==> src/rtl/mesh_pkg.sv <==
// mesh_pkg
//   Shared definitions for the ADPLL mesh weight supervisor:
//   - supervisor state and mode encodings
//   - weight field positions inside one node's packed weight word
//   - default 2x2 acquire (uni-directional) and track (bi-directional) weight sets
//   - small helpers for error magnitude and field addressing
package mesh_pkg;

   typedef enum logic [1:0] {
      ST_IDLE    = 2'd0,
      ST_ACQUIRE = 2'd1,
      ST_RAMP    = 2'd2,
      ST_TRACK   = 2'd3
   } state_t;

   typedef enum logic [1:0] {
      MODE_AUTO   = 2'd0,
      MODE_UNI    = 2'd1,
      MODE_BI     = 2'd2,
      MODE_FREEZE = 2'd3
   } mode_t;

   // Each node word is {left, above, right, below}, below in the LSBs.
   localparam int FIELDS_PER_NODE = 4;
   localparam int FIELD_LEFT      = 3;
   localparam int FIELD_ABOVE     = 2;
   localparam int FIELD_RIGHT     = 1;
   localparam int FIELD_BELOW     = 0;

   localparam logic [63:0] UNI_DEFAULT = 64'h2200_0400_4000_4000;
   localparam logic [63:0] BI_DEFAULT  = 64'h2200_0220_2002_2011;

   // LSB position of one weight field in the packed weight vector.
   function automatic int field_lsb(input int node, input int field, input int w_width);
      return (node * FIELDS_PER_NODE + field) * w_width;
   endfunction

   // Magnitude of an already sign-extended error; the most negative error
   // code therefore yields 2^(PDET_WIDTH-1) rather than wrapping.
   function automatic int unsigned abs_err(input int signed e);
      if (e < 0) begin
         return int'(unsigned'(-e));
      end else begin
         return int'(unsigned'(e));
      end
   endfunction

endpackage

==> src/rtl/lock_detector.sv <==
// lock_detector
//   Per-node lock qualifier with hysteresis. The error word is registered
//   first, so the counter reacts one cycle after a sample is presented.
//   Unlocked: consecutive |err| <= LOCK_TOL samples count up; LOCK_COUNT of
//   them set the flag. Locked: consecutive |err| > UNLOCK_TOL samples count up;
//   UNLOCK_COUNT of them clear the flag. Any other sample clears the counter.
// Ports:
//   clk, rst_n : clock, asynchronous active-low reset
//   clear      : synchronous clear of sample, counter and flag
//   error      : signed phase error of this node
//   locked     : registered lock flag
module lock_detector
   import mesh_pkg::*;
#(
   parameter int PDET_WIDTH   = 5,
   parameter int LOCK_TOL     = 2,
   parameter int LOCK_COUNT   = 256,
   parameter int UNLOCK_TOL   = 6,
   parameter int UNLOCK_COUNT = 16
) (
   input  logic                  clk,
   input  logic                  rst_n,
   input  logic                  clear,
   input  logic [PDET_WIDTH-1:0] error,
   output logic                  locked
);

   localparam int MW   = PDET_WIDTH + 1;
   localparam int CMAX = (LOCK_COUNT > UNLOCK_COUNT) ? LOCK_COUNT : UNLOCK_COUNT;
   localparam int CW   = (CMAX > 1) ? $clog2(CMAX) : 1;

   localparam logic [MW-1:0] LOCK_TOL_M   = MW'(LOCK_TOL);
   localparam logic [MW-1:0] UNLOCK_TOL_M = MW'(UNLOCK_TOL);
   localparam logic [CW-1:0] LOCK_LAST    = CW'(LOCK_COUNT - 1);
   localparam logic [CW-1:0] UNLOCK_LAST  = CW'(UNLOCK_COUNT - 1);

   logic signed [PDET_WIDTH-1:0] err_s;
   logic [MW-1:0]                mag_s;
   logic                         in_lock_s;
   logic                         out_lock_s;
   logic [CW-1:0]                cnt_n_s;
   logic                         locked_n_s;

   logic [MW-1:0]                mag_r;
   logic                         valid_r;
   logic [CW-1:0]                cnt_r;
   logic                         locked_r;

   assign err_s  = error;
   assign locked = locked_r;

   // Sign-extend the raw error and take its magnitude.
   always_comb begin
      mag_s = MW'(abs_err(int'(err_s)));
   end

   // Counter and flag update with hysteresis between the two tolerances.
   always_comb begin
      cnt_n_s    = cnt_r;
      locked_n_s = locked_r;
      in_lock_s  = (mag_r <= LOCK_TOL_M);
      out_lock_s = (mag_r > UNLOCK_TOL_M);
      if (!valid_r) begin
         // Sample register still holds a stale value after clear.
         cnt_n_s = '0;
      end else if (!locked_r) begin
         if (in_lock_s) begin
            if (cnt_r == LOCK_LAST) begin
               locked_n_s = 1'b1;
               cnt_n_s    = '0;
            end else begin
               cnt_n_s = cnt_r + CW'(1);
            end
         end else begin
            cnt_n_s = '0;
         end
      end else begin
         if (out_lock_s) begin
            if (cnt_r == UNLOCK_LAST) begin
               locked_n_s = 1'b0;
               cnt_n_s    = '0;
            end else begin
               cnt_n_s = cnt_r + CW'(1);
            end
         end else begin
            cnt_n_s = '0;
         end
      end
   end

   // Sample register, counter and lock flag.
   always_ff @(posedge clk or negedge rst_n) begin
      if (!rst_n) begin
         mag_r    <= '0;
         valid_r  <= 1'b0;
         cnt_r    <= '0;
         locked_r <= 1'b0;
      end else if (clear) begin
         mag_r    <= '0;
         valid_r  <= 1'b0;
         cnt_r    <= '0;
         locked_r <= 1'b0;
      end else begin
         mag_r    <= mag_s;
         valid_r  <= 1'b1;
         cnt_r    <= cnt_n_s;
         locked_r <= locked_n_s;
      end
   end

endmodule

==> src/rtl/mesh_weight_supervisor.sv <==
// mesh_weight_supervisor
//   Lock-driven weight scheduler for an N-node ADPLL mesh. Acquires on the
//   uni-directional weight set, ramps one LSB per RAMP_DIV cycles to the
//   bi-directional set once every node is locked, tracks there, and snaps
//   back to acquire weights when any node loses lock.
// Ports:
//   fpga_clk_i, rst_n_i : fast clock, asynchronous active-low reset
//   enable_i            : low forces IDLE and clears the lock detectors
//   mode_i              : 00 auto, 01 force uni, 10 force bi, 11 freeze
//   error_i             : per-node signed phase error, node 0 in LSBs
//   weights_o           : per-node {left,above,right,below} weights
//   node_locked_o       : per-node lock flags; all_locked_o is their AND
//   state_o             : 0 IDLE, 1 ACQUIRE, 2 RAMP, 3 TRACK
//   relock_count_o      : saturating count of fallbacks to ACQUIRE
//   timeout_o           : sticky ACQUIRE timeout flag
module mesh_weight_supervisor
   import mesh_pkg::*;
#(
   parameter int                          NODES        = 4,
   parameter int                          PDET_WIDTH   = 5,
   parameter int                          W_WIDTH      = 4,
   parameter logic [NODES*4*W_WIDTH-1:0]  UNI_WEIGHTS  = UNI_DEFAULT,
   parameter logic [NODES*4*W_WIDTH-1:0]  BI_WEIGHTS   = BI_DEFAULT,
   parameter int                          LOCK_TOL     = 2,
   parameter int                          LOCK_COUNT   = 256,
   parameter int                          UNLOCK_TOL   = 6,
   parameter int                          UNLOCK_COUNT = 16,
   parameter int                          RAMP_DIV     = 64,
   parameter int                          ACQ_TIMEOUT  = 65535
) (
   input  logic                          fpga_clk_i,
   input  logic                          rst_n_i,
   input  logic                          enable_i,
   input  logic [1:0]                    mode_i,
   input  logic [NODES*PDET_WIDTH-1:0]   error_i,
   output logic [NODES*4*W_WIDTH-1:0]    weights_o,
   output logic [NODES-1:0]              node_locked_o,
   output logic                          all_locked_o,
   output logic [1:0]                    state_o,
   output logic [7:0]                    relock_count_o,
   output logic                          timeout_o
);

   localparam int WW = NODES * FIELDS_PER_NODE * W_WIDTH;
   localparam int RW = (RAMP_DIV > 1) ? $clog2(RAMP_DIV) : 1;
   localparam int TW = $clog2(ACQ_TIMEOUT + 1);

   localparam logic [RW-1:0] RAMP_LAST = RW'(RAMP_DIV - 1);
   localparam logic [TW-1:0] ACQ_LAST  = TW'(ACQ_TIMEOUT - 1);
   localparam logic [TW-1:0] ACQ_SAT   = TW'(ACQ_TIMEOUT);

   state_t          state_r;
   state_t          state_n_s;
   logic [WW-1:0]   weights_r;
   logic [WW-1:0]   weights_n_s;
   logic [WW-1:0]   stepped_s;
   logic [RW-1:0]   ramp_r;
   logic [RW-1:0]   ramp_n_s;
   logic [TW-1:0]   tcnt_r;
   logic [TW-1:0]   tcnt_n_s;
   logic            timeout_r;
   logic            timeout_n_s;
   logic [7:0]      relock_r;
   logic [7:0]      relock_n_s;
   logic            relock_inc_s;
   logic            clear_s;
   logic [NODES-1:0] locked_s;
   logic            all_locked_s;

   assign clear_s      = ~enable_i;
   assign all_locked_s = &locked_s;

   for (genvar n = 0; n < NODES; n++) begin : g_node
      lock_detector #(
         .PDET_WIDTH   (PDET_WIDTH),
         .LOCK_TOL     (LOCK_TOL),
         .LOCK_COUNT   (LOCK_COUNT),
         .UNLOCK_TOL   (UNLOCK_TOL),
         .UNLOCK_COUNT (UNLOCK_COUNT)
      ) u_det (
         .clk    (fpga_clk_i),
         .rst_n  (rst_n_i),
         .clear  (clear_s),
         .error  (error_i[n*PDET_WIDTH +: PDET_WIDTH]),
         .locked (locked_s[n])
      );
   end

   // One ramp step: every field moves one LSB toward its track value.
   always_comb begin
      stepped_s = weights_r;
      for (int n = 0; n < NODES; n++) begin
         for (int f = 0; f < FIELDS_PER_NODE; f++) begin
            if (weights_r[field_lsb(n, f, W_WIDTH) +: W_WIDTH] <
                BI_WEIGHTS[field_lsb(n, f, W_WIDTH) +: W_WIDTH]) begin
               stepped_s[field_lsb(n, f, W_WIDTH) +: W_WIDTH] =
                  weights_r[field_lsb(n, f, W_WIDTH) +: W_WIDTH] + W_WIDTH'(1);
            end else if (weights_r[field_lsb(n, f, W_WIDTH) +: W_WIDTH] >
                         BI_WEIGHTS[field_lsb(n, f, W_WIDTH) +: W_WIDTH]) begin
               stepped_s[field_lsb(n, f, W_WIDTH) +: W_WIDTH] =
                  weights_r[field_lsb(n, f, W_WIDTH) +: W_WIDTH] - W_WIDTH'(1);
            end else begin
               stepped_s[field_lsb(n, f, W_WIDTH) +: W_WIDTH] =
                  weights_r[field_lsb(n, f, W_WIDTH) +: W_WIDTH];
            end
         end
      end
   end

   // Next state, next weights and ramp pacing; enable low overrides all.
   always_comb begin
      state_n_s    = state_r;
      weights_n_s  = weights_r;
      ramp_n_s     = '0;
      relock_inc_s = 1'b0;
      if (!enable_i) begin
         state_n_s   = ST_IDLE;
         weights_n_s = UNI_WEIGHTS;
      end else begin
         case (mode_i)
            MODE_FREEZE: begin
               state_n_s   = state_r;
               weights_n_s = weights_r;
               ramp_n_s    = ramp_r;
            end
            MODE_UNI: begin
               state_n_s   = ST_ACQUIRE;
               weights_n_s = UNI_WEIGHTS;
            end
            MODE_BI: begin
               state_n_s   = ST_TRACK;
               weights_n_s = BI_WEIGHTS;
            end
            default: begin
               case (state_r)
                  ST_IDLE: begin
                     state_n_s   = ST_ACQUIRE;
                     weights_n_s = UNI_WEIGHTS;
                  end
                  ST_ACQUIRE: begin
                     weights_n_s = UNI_WEIGHTS;
                     if (all_locked_s) begin
                        state_n_s = ST_RAMP;
                     end else begin
                        state_n_s = ST_ACQUIRE;
                     end
                  end
                  ST_RAMP: begin
                     // Lock loss wins over a ramp that completes this cycle.
                     if (!all_locked_s) begin
                        state_n_s    = ST_ACQUIRE;
                        weights_n_s  = UNI_WEIGHTS;
                        relock_inc_s = 1'b1;
                     end else if (weights_r == BI_WEIGHTS) begin
                        state_n_s = ST_TRACK;
                     end else if (ramp_r == RAMP_LAST) begin
                        weights_n_s = stepped_s;
                     end else begin
                        ramp_n_s = ramp_r + RW'(1);
                     end
                  end
                  ST_TRACK: begin
                     weights_n_s = BI_WEIGHTS;
                     if (!all_locked_s) begin
                        state_n_s    = ST_ACQUIRE;
                        weights_n_s  = UNI_WEIGHTS;
                        relock_inc_s = 1'b1;
                     end else begin
                        state_n_s = ST_TRACK;
                     end
                  end
                  default: begin
                     state_n_s   = ST_IDLE;
                     weights_n_s = UNI_WEIGHTS;
                  end
               endcase
            end
         endcase
      end
   end

   // Acquire timeout counter, sticky flag and saturating relock count.
   always_comb begin
      tcnt_n_s    = '0;
      timeout_n_s = timeout_r;
      relock_n_s  = relock_r;
      if (state_r == ST_ACQUIRE) begin
         if (tcnt_r == ACQ_SAT) begin
            tcnt_n_s = tcnt_r;
         end else begin
            tcnt_n_s = tcnt_r + TW'(1);
         end
         if (tcnt_r == ACQ_LAST) begin
            timeout_n_s = 1'b1;
         end else begin
            timeout_n_s = timeout_r;
         end
      end else begin
         tcnt_n_s = '0;
      end
      // A successful arrival in TRACK retires an earlier timeout.
      if ((state_n_s == ST_TRACK) && (state_r != ST_TRACK)) begin
         timeout_n_s = 1'b0;
      end else begin
         timeout_n_s = timeout_n_s;
      end
      if (relock_inc_s && (relock_r != 8'hFF)) begin
         relock_n_s = relock_r + 8'd1;
      end else begin
         relock_n_s = relock_r;
      end
   end

   // Supervisor state registers.
   always_ff @(posedge fpga_clk_i or negedge rst_n_i) begin
      if (!rst_n_i) begin
         state_r   <= ST_IDLE;
         weights_r <= UNI_WEIGHTS;
         ramp_r    <= '0;
         tcnt_r    <= '0;
         timeout_r <= 1'b0;
         relock_r  <= 8'd0;
      end else begin
         state_r   <= state_n_s;
         weights_r <= weights_n_s;
         ramp_r    <= ramp_n_s;
         tcnt_r    <= tcnt_n_s;
         timeout_r <= timeout_n_s;
         relock_r  <= relock_n_s;
      end
   end

   assign weights_o      = weights_r;
   assign node_locked_o  = locked_s;
   assign all_locked_o   = all_locked_s;
   assign state_o        = state_r;
   assign relock_count_o = relock_r;
   assign timeout_o      = timeout_r;

endmodule
==> config.mk <==
export PLATFORM = sky130hd
export DESIGN_NAME = mesh_weight_supervisor
export DESIGN_NICKNAME = d
export VERILOG_FILES = /design/src/rtl/mesh_pkg.sv /design/src/rtl/lock_detector.sv /design/src/rtl/mesh_weight_supervisor.sv
export SDC_FILE = /design/constraint.sdc
export NUM_CORES = 1
export LEC_CHECK = 0
export ABC_AREA = 1
export BUFFER_PORTS_ARGS = -buffer_cell sky130_fd_sc_hd__buf_2
export CAP_MARGIN = 5
export CORE_MARGIN = 1
export CORE_UTILIZATION = 65
export CTS_BUF_LIST = sky130_fd_sc_hd__clkbuf_16
export DETAILED_ROUTE_END_ITERATION = 8
export HOLD_SLACK_MARGIN = 0.06
export MAX_ROUTING_LAYER = met4
export PLACE_DENSITY = 0.94
export SLEW_MARGIN = 10
export SYNTH_ARGS = -nofsm -noshare
export SYNTH_HDL_FRONTEND = slang
export SYNTH_HIERARCHICAL = 1
export SYNTH_SLANG_ARGS = --single-unit
==> constraint.sdc <==
create_clock -name fpga_clk_i -period 4.1 [get_ports fpga_clk_i]
set_input_delay 0.82 -clock fpga_clk_i [delete_from_list [all_inputs] [get_ports fpga_clk_i]]
set_output_delay 0.82 -clock fpga_clk_i [all_outputs]
set_load 0.05 [all_outputs]
After elaboration in Yosys (flattened, before gate mapping) --
Index checks and enable logic that the tools add are counted.
Storage, ports and cells: output and inout bits 80, register bits after elaboration 158, logic and storage cells 316, input bits 25
Cells by class: $lt $le $gt $ge 44, mux-type cells 126, reduce and logical (&&, ||, !) cells 27, equality and inequality tests 42, add/sub/neg operators 43
Operators with widths (count):
- case mux 64 bit (3 select lines) | 2
- 2-to-1 mux 64 bit | 4
- 2-to-1 mux 8 bit | 28
- 2-to-1 mux 4 bit | 32
- inequality test 7 bit, second input constant | 16
- 2-to-1 mux 6 bit | 13
- AND reduction 4 bit | 17
- adder 4 x 1 -> 4 bit, second input constant | 16
- == test 64 x 62 -> 1 bit, second input constant | 1
- subtractor 4 x 1 -> 4 bit, second input constant | 16
- 2-to-1 mux 43 bit | 1
- adder 8 x 1 -> 8 bit, second input constant | 5
- > comparator 4 x 1 -> 1 bit, second input constant | 9
- less-than comparator 4 x 1 -> 1 bit, second input constant | 9
- 2-to-1 mux 1 bit | 36
- == test 16 bit, second input constant | 2
- == test 8 x 4 -> 1 bit, second input constant | 4
- == test 8 bit, second input constant | 4
- 2-to-1 mux 16 bit | 2
- > comparator 4 x 2 -> 1 bit, second input constant | 7
- less-than comparator 4 x 2 -> 1 bit, second input constant | 7
- > comparator 6 x 3 -> 1 bit, second input constant | 4
- less-or-equal comparator 6 x 2 -> 1 bit, second input constant | 4
- negator 5 -> 6 bit | 4
- other kinds (20) | 39

Depth between registers and ports, before layout --
Gate-level depths: netlist (run 1).
word-level depth 10, depth in mapped cells 13, mapped depth without buffers 13

By module --
Netlist (run 1), hierarchy kept.
Modules (own cells, without submodules):
- mesh_weight_supervisor | instances 1, sequential area each 2433.6 um2, cells each 841, area each 6337.3 um2
- lock_detector | instances 4, sequential area each 400.4 um2, cells each 111, area each 885.8 um2

Worst setup path before layout (run 1) --
OpenSTA, ideal clock, no wires.
path type register -> output, start reg g_node[0].u_det.locked_r, end out all_locked_o, arrival 1.535 ns, data required time 3.280 ns, stages on the path, launching flop included 5, buffers on the path 2, setup slack 1.745 ns, cells stage by stage dfrtp_1 > nand4_1 > buf_2 > inv_1 > buf_2
Between the ends: longest elaborated chain between the ends 1
RTL lines:
- start, declared | RTL line lock_detector.sv:47 | logic locked_r;
- start signal, assigned | RTL line lock_detector.sv:107 | locked_r <= locked_n_s;
- AND reduction 4 bit | RTL line mesh_weight_supervisor.sv:71 | assign all_locked_s = &locked_s;
- end, declared | RTL line mesh_weight_supervisor.sv:38 | output logic all_locked_o,
No other way between the ends.

Worst setup path after layout (run 1) --
start reg state_r[1] (netlist: state_o[1]), end reg weights_r[15] (netlist: weights_o[15])
Between the ends: longest elaborated chain between the ends 5, elaborated cells on any way between the ends 12, those cells by class 6 x eq/ne; 3 x mux; 3 x reduce/logical
RTL lines:
- start, declared | RTL line mesh_weight_supervisor.sv:52 | state_t state_r;
- start signal, assigned | RTL line mesh_weight_supervisor.sv:224 | state_r <= state_n_s;
- == test 2 x 1 -> 1 bit or zero test 2 bit (tied branches) | RTL line mesh_weight_supervisor.sv:135 | case (state_r)
- OR reduction 2 bit (no line)
- case mux 64 bit (3 select lines) | RTL line mesh_weight_supervisor.sv:135
- case mux 64 bit (3 select lines) | RTL line mesh_weight_supervisor.sv:120 | case (mode_i)
- 2-to-1 mux 64 bit | RTL line mesh_weight_supervisor.sv:116 | if (!enable_i) begin
- end signal, assigned | RTL line mesh_weight_supervisor.sv:225 | weights_r <= weights_n_s;
- end, declared | RTL line mesh_weight_supervisor.sv:54 | logic [WW-1:0] weights_r;
Several ways; a longest one is shown, not always the timed one. A chain may end at the register's enable or synchronous reset.

==> impl_metrics.py, run 1 <==
metrics = {
    "run_status": {
        "status": "finished with violations",
        "violations": "DRC",
    },
    "critical_path": {
        "end_kind": "flip-flop",
        "worst_setup_path_start_kind": "flip-flop",
        "crit_required_ps": 4420,
        "crit_type": "reg -> reg",
        "path_max_fanout": 34,
        "arrival_ps": 3340,
    },
    "cts": {
        "postCtsHoldBufs": 0,
        "cts_htree_levels": 4,
        "cts_tree": "done",
        "clkTransAtPathRegs_ps": 60,
        "clock_latency_ps": 430,
        "cts_root_buffer": "clkbuf_16",
        "cts_resized": 0,
        "clockBufferDepth": 2,
        "numCtsBuffers": 17,
        "cts_setup_buffers": 0,
        "clock-sinks": 161,
    },
    "global_routing": {
        "grt_first_pass_wirelength_mm": 41.1,
        "grt_pass1_vias": 8925,
        "grt-ovfl-total": 0,
        "busiest_layer": "met2",
        "antenna_found_initial": 0,
        "met1_usage_pct": 39.3,
        "use_met2_pct": 55.3,
        "grt_max_degree": 87,
        "grt_use_total_pct": 33.3,
        "grt_util_met3_pct": 5.78,
    },
    "sta": {
        "fmax_mhz": 331,
        "period_share_pct": 73.6,
        "min_period_ps": 3020,
        "setup_viol": 0,
        "drv_slew": 0,
        "setup-tns-final_ps": 0,
        "hold_viol": 0,
        "maxSlewHeadroom_pct": 47.6,
        "fin_skew_ps": 10.9,
        "worstMarginPinSlew_ps": 786,
        "worst_slack_ps": 1080,
        "rsz0062_at_grt": "false",
    },
    "detailed_routing": {
        "wl_per_cell_um": 15.3,
        "dr.pass1.iters": 9,
        "drt-initial-drc-count": 780,
        "drt-total-wl_mm": 24.2,
        "ant_nets": 0,
        "via_per_inst": 5.83,
        "drc": 2,
        "vias": 9259,
    },
    "logic_synthesis": {
        "seq_area_frac_synth_pct": 40.8,
        "mappedNetlistArea_um2": 9880,
        "async_flop_share_pct": 100,
        "synth_seq_cells": 161,
        "synthFlopType": "dfrtp_1",
        "synth_cells": 1285,
        "synth_edf_count": 0,
        "syn-num-nets": 1363,
        "synth.avg_cell_area_um2": 7.69,
        "ys_types": 45,
        "yosysWarnings": 6,
    },
    "floorplanning": {
        "dieArea_um2": 15700,
        "io_pins": 105,
        "core_area_um2": 14700,
        "die_y_um": 125,
        "dieWidth_um": 125,
        "start_util_pct": 67.2,
        "std_cell_rows": 44,
    },
    "final_layout": {
        "drive_above_1_share_pct": 15.2,
        "finish.utilization_pct": 75.6,
        "layout.nets": 1471,
        "diodes": 0,
        "area_growth_pct": 12.5,
        "num-fill-cells": 1036,
    },
    "placed_design": {
        "pre_cts_ws_ps": 903,
        "dp_hpwl_mm": 16.7,
        "place_congestion": 0.882,
        "io_buffer_count": 104,
    },
    "power_and_ir_drop": {
        "ir_drop_v": 0.000312,
        "power.density_nw_per_um2": 328,
        "cellLeakagePower_uw": 0.00553,
    },
    "hold_path": {
        "min_path_type": "in -> async",
    },
    "flow_run": {
        "cap_violations": 0,
    },
}
[per-layer routing]
layer / share of wire, % / up-vias
li1: - / 4428
met1: 40 / 4333
met2: 50 / 416
met3: 6.6 / 82
met4: 3.1 / 0
met5: 0 / -
[flip-flops by register name (all words and copies together), names as in the netlist]
signal	count
relock_count_o	8
g_node.u_det/locked	4
weights_o	64
g_node.u_det/cnt_r	32
tcnt_r	16
ramp_r	6
g_node.u_det/mag_r	24
state_o	2
g_node.u_det/valid_r	4
timeout_o	1
[worst paths after layout]
check,start,endpoint,slack [ps],cells after the start
worst max-delay path,state_o[1],weights_o[15],1080,10
max in group asynchronous,rst_n_i,weights_o[61],2790,2
worst min-delay path,rst_n_i,g_node[0].u_det/cnt_r[6],420,1
worst min register to register,relock_count_o[7],relock_count_o[7],510,1
worst max register to register,state_o[1],weights_o[15],1080,10
min in group fpga_clk_i,relock_count_o[7],relock_count_o[7],510,1
[where the power goes]
group	internal, uW	switching (uW)	total [uW]
clock network	817	635	1450
logic	132	365	496
registers	1640	53.4	1690
[synthesized netlist by cell type, types with 19 or more instances]
| master | count | share of area (%) |
|---|---|---|
| inv_1 | 160 | 6.1 |
| o21ai_1 | 44 | 2.2 |
| nand4_1 | 31 | 2.0 |
| dfrtp_1 | 156 | 40 |
| nand2_1 | 267 | 10 |
| a21oi_1 | 45 | 2.3 |
| ha_1 | 46 | 5.8 |
| nor2_1 | 128 | 4.9 |
| nand3_1 | 114 | 5.8 |
| nor3_1 | 43 | 2.2 |
| xor2_1 | 25 | 2.2 |
| o21ai_0 | 70 | 3.5 |
| inv_2 | 19 | 0.72 |
[layout make-up]
cell class	instances	area, um2	share of cell area (%)
Clock buffer	17	425	3.83
Clock inverter	14	100	0.901
Inverter	183	742	6.68
Multi-Input combinational cell	920	5000	45.0
Tap cell	184	230	2.07
Sequential cell	161	4040	36.3
Timing Repair Buffer	110	584	5.26
[kinds of logic after synthesis]
group / after synthesis / share of synthesized area (%)
compound gates: 192 / 10.5
fa+ha+maj: 53 / 7.24
buf+inv: 204 / 8.59
flops: 161 / 40.8
simple gates: 635 / 29.5
xor+xnor: 35 / 3.10
mux: 1 / 0.114
other cells: 4 / 0.152
[layout by cell type, fill, tap and decap left out, drive strengths merged]
cell	count
bufinv	5
conb	4
a21boi	5
xnor2	10
nand3b	3
ha	46
o22ai	1
nand2	283
a21o	1
clkinvlp	1
nand4	35
mux2	1
xor2	25
o41ai	1
nand3	122
nor3b	1
nor3	47
o31ai	11
a31oi	7
or2	4
fa	7
dfstp	5
nor2	140
o311ai	2
clkinv	9
o21bai	4
clkbuf	17
inv	182
buf	110
dfrtp	156
a21oi	45
o21ai	114
o21a	1
[worst max-delay path, cell delays in order (launching register included)]
cell and delay, ps:
dfrtp_1 480, inv_2 110, nor2_4 370, inv_2 330, nor2_4 210, inv_2 100
nor2_8 430, nand2_4 330, nand3_1 310, nand2_1 110, o21ai_0 130
[stage by stage]
step / std cells / power, uW / hold WS, ps / instance area (um2)
floorplan: 1285 / 2050 / 452 / 9880
global placement: 1558 / 2180 / 470 / 10600
detailed placement: 1558 / 2200 / 488 / 10600
CTS: 1589 / 3640 / 479 / 11100
global route: 1589 / 3770 / 506 / 11100
finish: 1589 / 3640 / 416 / 11100
Power figures use the tool's default switching activity.
==> inputs of run 2 (changes only) <==
Settings changed: CORE_UTILIZATION 65 to 54, PLACE_DENSITY 0.94 to 0.84.
Clock period 4.1 ns to 2.7 ns, I/O delays scaled along.
==> run 2 against run 1 <==
Compared with the run above:
- the run now ends clean
- clock power grew 69%
- count of clock-buffer cells in the layout is the same
- global-route usage shrank 5.7 points
- non-clock buffer count grew 11
- setup slack lost 770 ps
- critical path type is now reg -> out
- critical endpoint is now all_locked_o
- highest routed layer unchanged
==> impl_metrics.py, run 2 (synthesis gave the netlist of run 1 again) <==
metrics = {
    "final_layout": {
        "final_cell_mix": "267 x nand2_1, 162 x inv_1, 156 x dfrtp_1",
        "final_common_cell": "nand2_1",
        "diodes": 0,
        "postLayoutCellArea_um2": 11300,
        "largest_reg_flops": 64,
        "layout.nets": 1482,
        "area_growth_pct": 14.7,
        "drive_above_1_share_pct": 16.0,
    },
    "placed_design": {
        "io_buffer_count": 104,
        "placed_area_um2": 10700,
        "place_congestion": 0.907,
        "dp_hpwl_mm": 16.8,
    },
    "run_status": {
        "status": "completed",
    },
    "cts": {
        "cts_tree": "done",
        "clock_latency_ps": 440,
        "clock-sinks": 161,
        "clkTransAtPathRegs_ps": 60,
        "cts_root_buffer": "clkbuf_16",
        "cts_setup_buffers": 0,
        "numCtsBuffers": 17,
        "cts_resized": 0,
        "cts_htree_levels": 4,
        "clockBufferDepth": 2,
        "postCtsHoldBufs": 0,
    },
    "sta": {
        "min_period_ps": 2390,
        "fin_skew_ps": 10.8,
        "hold_viol": 0,
        "whs_ps": 59.2,
        "setup_viol": 0,
        "setup-tns-final_ps": 0,
        "period_share_pct": 88.5,
        "worstMarginPinSlew_ps": 589,
        "rsz0062_at_grt": "false",
        "fmax_mhz": 419,
        "maxSlewHeadroom_pct": 60.7,
        "drv_slew": 0,
    },
    "critical_path": {
        "r2r_cells": 10,
        "worstSetupPathDepth": 4,
        "cpPeakStageDelay_ps": 440,
        "cp_slowest_cell": "dfrtp_1",
        "endpoint": "all_locked_o",
        "worstReg2RegStart": "ramp_r[0]",
        "arrival_ps": 1850,
        "path_buf_inv": 3,
        "worstPathCellList": "nand4_1, buf_4, inv_1, buf_2",
        "rrSetupSlack_ps": 430,
        "path_max_fanout": 11,
        "end_kind": "primary output",
        "crit_type": "reg -> out",
        "crit_required_ps": 2160,
        "crit_path_start": "g_node[1].u_det/locked",
        "crit_family": "buffers and inverters",
        "worst_setup_path_start_kind": "flip-flop",
        "worstReg2RegEnd": "weights_o[29]",
    },
    "power_and_ir_drop": {
        "seqPwrFrac_pct": 44.5,
        "p_int_uw": 4140,
        "cellLeakagePower_uw": 0.00561,
        "switchingPower_uw": 1620,
        "clockPowerShare_pct": 42.4,
        "power.density_nw_per_um2": 509,
        "pwr-share-comb_pct": 13.0,
        "ir_drop_v": 0.000475,
        "swShare_pct": 28.1,
    },
    "floorplanning": {
        "core_area_um2": 18000,
        "dieWidth_um": 137,
        "die_y_um": 137,
        "std_cell_rows": 49,
        "start_util_pct": 55.0,
        "io_pins": 105,
        "dieArea_um2": 18800,
    },
    "detailed_routing": {
        "drt-total-wl_mm": 23.4,
        "dr.pass1.iters": 5,
        "wl_per_cell_um": 14.2,
        "drt-initial-drc-count": 576,
        "via_per_inst": 5.46,
        "ant_nets": 0,
        "drc": 0,
        "vias": 8975,
    },
    "global_routing": {
        "grt_first_pass_wirelength_mm": 40.0,
        "grt_max_degree": 61,
        "grt-ovfl-total": 0,
        "grt_pass1_vias": 8796,
        "antenna_found_initial": 0,
        "grt_use_total_pct": 27.6,
    },
    "hold_path": {
        "min_path_type": "in -> async",
    },
    "flow_run": {
        "cap_violations": 0,
    },
}
-- run 2: cell types whose count changed in the layout (fill, tap and decap cells not counted) --
cell / change
clkinv_4: +4
bufinv_16: +2
buf_4: +10
clkinvlp_4: +1
clkinv_2: -6
buf_12: +1
clkinv_1: -1
-- run 2: routing by layer --
metal  GRT usage (%)  routed length (um)
met3            5.52                1290
met4            11.2                 596
met2            47.1               11800
met1            31.8                9730
met5               -                   0
-- run 2: worst min-delay path by stage --
stage,startpoint,cells after the start,slack (ps),to
detailed placement,ramp_r[4],2,470,ramp_r[4]
floorplan,rst_n_i,0,240,g_node[0].u_det/cnt_r[0]
CTS,rst_n_i,1,80,g_node[0].u_det/cnt_r[4]
global placement,ramp_r[4],2,470,ramp_r[4]
finish,rst_n_i,1,60,g_node[0].u_det/cnt_r[4]
global route,rst_n_i,1,100,g_node[0].u_det/mag_r[2]
-- run 2: power groups by stage --
stage	Clock, uW	Combinational (uW)	Sequential, uW
6_report	2450	750	2570
5_1_grt	2560	846	2580
4_1_cts	2470	753	2570
3_5_place_dp	0	747	2610
3_3_place_gp	0	722	2610
2_1_floorplan	0	363	2740
-- run 2: area by class of cell --
class	count	area (um2)
sequential	161	4040
fill	1502	6630
clock buffer	17	425
clock inverter	14	169
timing repair buffer	121	679
inverter	183	742
multi-input combinational	920	5000
tap	229	287
-- run 2: metrics by stage --
| step | cells | utilization [%] | total power [uW] | worst slack [ps] |
|---|---|---|---|---|
| 2_1_floorplan | 1285 | - | 3110 | 625 |
| 3_3_place_gp | 1614 | 59.8 | 3330 | 479 |
| 3_5_place_dp | 1614 | 59.8 | 3360 | 355 |
| 4_1_cts | 1645 | 63.1 | 5790 | 325 |
| 5_1_grt | 1645 | 63.1 | 5990 | 224 |
| 6_report | 1645 | 63.1 | 5760 | 312 |
==> inputs of run 3 (changes only) <==
Settings changed: MAX_ROUTING_LAYER met4 to not set.
==> run 3 against run 2 <==
Compared with the run above:
- combinational power about the same
- via count is 0.23% higher
- clock skew is 2.1 ps lower
- die area stayed put
- core utilization unchanged
- total power hardly changed
- cell count unchanged
- hold slack improved by 2.7 ps
==> impl_metrics.py, run 3 (synthesis gave the netlist of run 1 again) <==
metrics = {
    "final_layout": {
        "final_cell_mix": "267 x nand2_1, 162 x inv_1, 156 x dfrtp_1",
        "multi_input_area_um2": 5000,
        "num-fill-cells": 1502,
        "drive_above_1_share_pct": 16.0,
        "diodes": 0,
        "largest_reg_flops": 64,
        "layout.nets": 1482,
        "regArea_um2": 4040,
        "area_growth_pct": 14.7,
        "final_common_cell": "nand2_1",
    },
    "sta": {
        "drv_slew": 0,
        "setup-tns-final_ps": 0,
        "fmax_mhz": 418,
        "rsz0062_at_grt": "false",
        "worstMarginPinSlew_ps": 573,
        "worst_slack_ps": 305,
        "period_share_pct": 88.7,
        "maxSlewHeadroom_pct": 61.7,
        "fin_skew_ps": 8.65,
        "setup_viol": 0,
        "min_period_ps": 2400,
        "hold_viol": 0,
    },
    "cts": {
        "cts_root_buffer": "clkbuf_16",
        "clkTransAtPathRegs_ps": 60,
        "clock_latency_ps": 430,
        "numCtsBuffers": 17,
        "clockBufferDepth": 2,
        "cts_tree": "done",
        "cts_htree_levels": 4,
        "clock-sinks": 161,
        "cts_setup_buffers": 0,
        "postCtsHoldBufs": 0,
        "cts_resized": 0,
    },
    "power_and_ir_drop": {
        "power.density_nw_per_um2": 508,
        "cellLeakagePower_uw": 0.00561,
        "ir_drop_v": 0.000468,
    },
    "global_routing": {
        "grt-ovfl-total": 0,
        "grt_use_total_pct": 26.8,
        "antenna_found_initial": 0,
        "grt_pass1_vias": 8788,
        "grt_max_degree": 61,
        "grt_first_pass_wirelength_mm": 40.0,
    },
    "floorplanning": {
        "core_area_um2": 18000,
        "die_y_um": 137,
        "std_cell_rows": 49,
        "io_pins": 105,
        "start_util_pct": 55.0,
        "dieWidth_um": 137,
        "dieArea_um2": 18800,
    },
    "critical_path": {
        "end_kind": "primary output",
        "worstReg2RegEnd": "weights_o[29]",
        "rrSetupSlack_ps": 430,
        "crit_type": "reg -> out",
        "worstReg2RegStart": "ramp_r[0]",
        "r2r_cells": 10,
        "path_max_fanout": 11,
        "endpoint": "all_locked_o",
        "worst_setup_path_start_kind": "flip-flop",
        "crit_path_start": "g_node[1].u_det/locked",
        "crit_required_ps": 2160,
        "arrival_ps": 1860,
    },
    "detailed_routing": {
        "drt-initial-drc-count": 594,
        "drc": 0,
        "ant_nets": 0,
        "vias": 8996,
        "wl_per_cell_um": 14.2,
        "dr.pass1.iters": 5,
        "via_per_inst": 5.47,
        "drt-total-wl_mm": 23.4,
    },
    "run_status": {
        "status": "completed",
    },
    "placed_design": {
        "place_congestion": 0.892,
        "io_buffer_count": 104,
        "dp_hpwl_mm": 16.8,
        "pre_cts_ws_ps": 355,
    },
    "hold_path": {
        "min_path_type": "in -> async",
    },
    "flow_run": {
        "cap_violations": 0,
    },
}
run 3: cell counts in the layout (fill, tap and decap cells not counted):
No cell type changed its count.
run 3: metal layers:
metal / vias up / global-route usage (%) / part of all wire, %
li1: 4432 / - / -
met1: 4258 / 31.6 / 42
met2: 253 / 47.0 / 50
met3: 53 / 6.40 / 5.2
met4: 0 / 10.7 / 2.5
met5: - / 0 / 0
run 3: area by class of cell:
type | instances | share of cell area [%]
multi-input combinational | 920 | 44.1
sequential | 161 | 35.6
inverter | 183 | 6.55
timing repair buffer | 121 | 5.99
clock buffer | 17 | 3.75
tap | 229 | 2.53
clock inverter | 14 | 1.49
run 3: how the worst min path moves through the flow:
stage	endpoint	slack [ps]	start	depth (start not counted)
after floorplan	g_node[0].u_det/cnt_r[0]	240	rst_n_i	0
after global placement	ramp_r[4]	470	ramp_r[4]	2
after detailed placement	ramp_r[4]	470	ramp_r[4]	2
after CTS	g_node[0].u_det/cnt_r[4]	80	rst_n_i	1
after global routing	g_node[0].u_det/mag_r[2]	100	rst_n_i	1
final	g_node[0].u_det/cnt_r[4]	60	rst_n_i	1
run 3: through the flow:
| stage | hold slack (ps) | power (uW) | std cells | utilization, % | area (um2) |
|---|---|---|---|---|---|
| after floorplan | 244 | 3110 | 1285 | - | 9880 |
| after global placement | 469 | 3330 | 1614 | 59.8 | 10700 |
| after detailed placement | 473 | 3360 | 1614 | 59.8 | 10700 |
| after CTS | 82.0 | 5790 | 1645 | 63.1 | 11300 |
| after global routing | 98.4 | 5990 | 1645 | 63.1 | 11300 |
| final | 61.9 | 5760 | 1645 | 63.1 | 11300 |
run 3: power by group:
part	switching, uW	leakage [uW]	internal (uW)
Clock	996	0.000290	1450
Sequential	79.8	0.00218	2490
Combinational	542	0.00315	208
run 3: critical path, stage by stage (launching register included):
cell	delay (ps)
dfrtp_1	440
nand4_1	290
buf_4	300
inv_1	120
buf_2	280
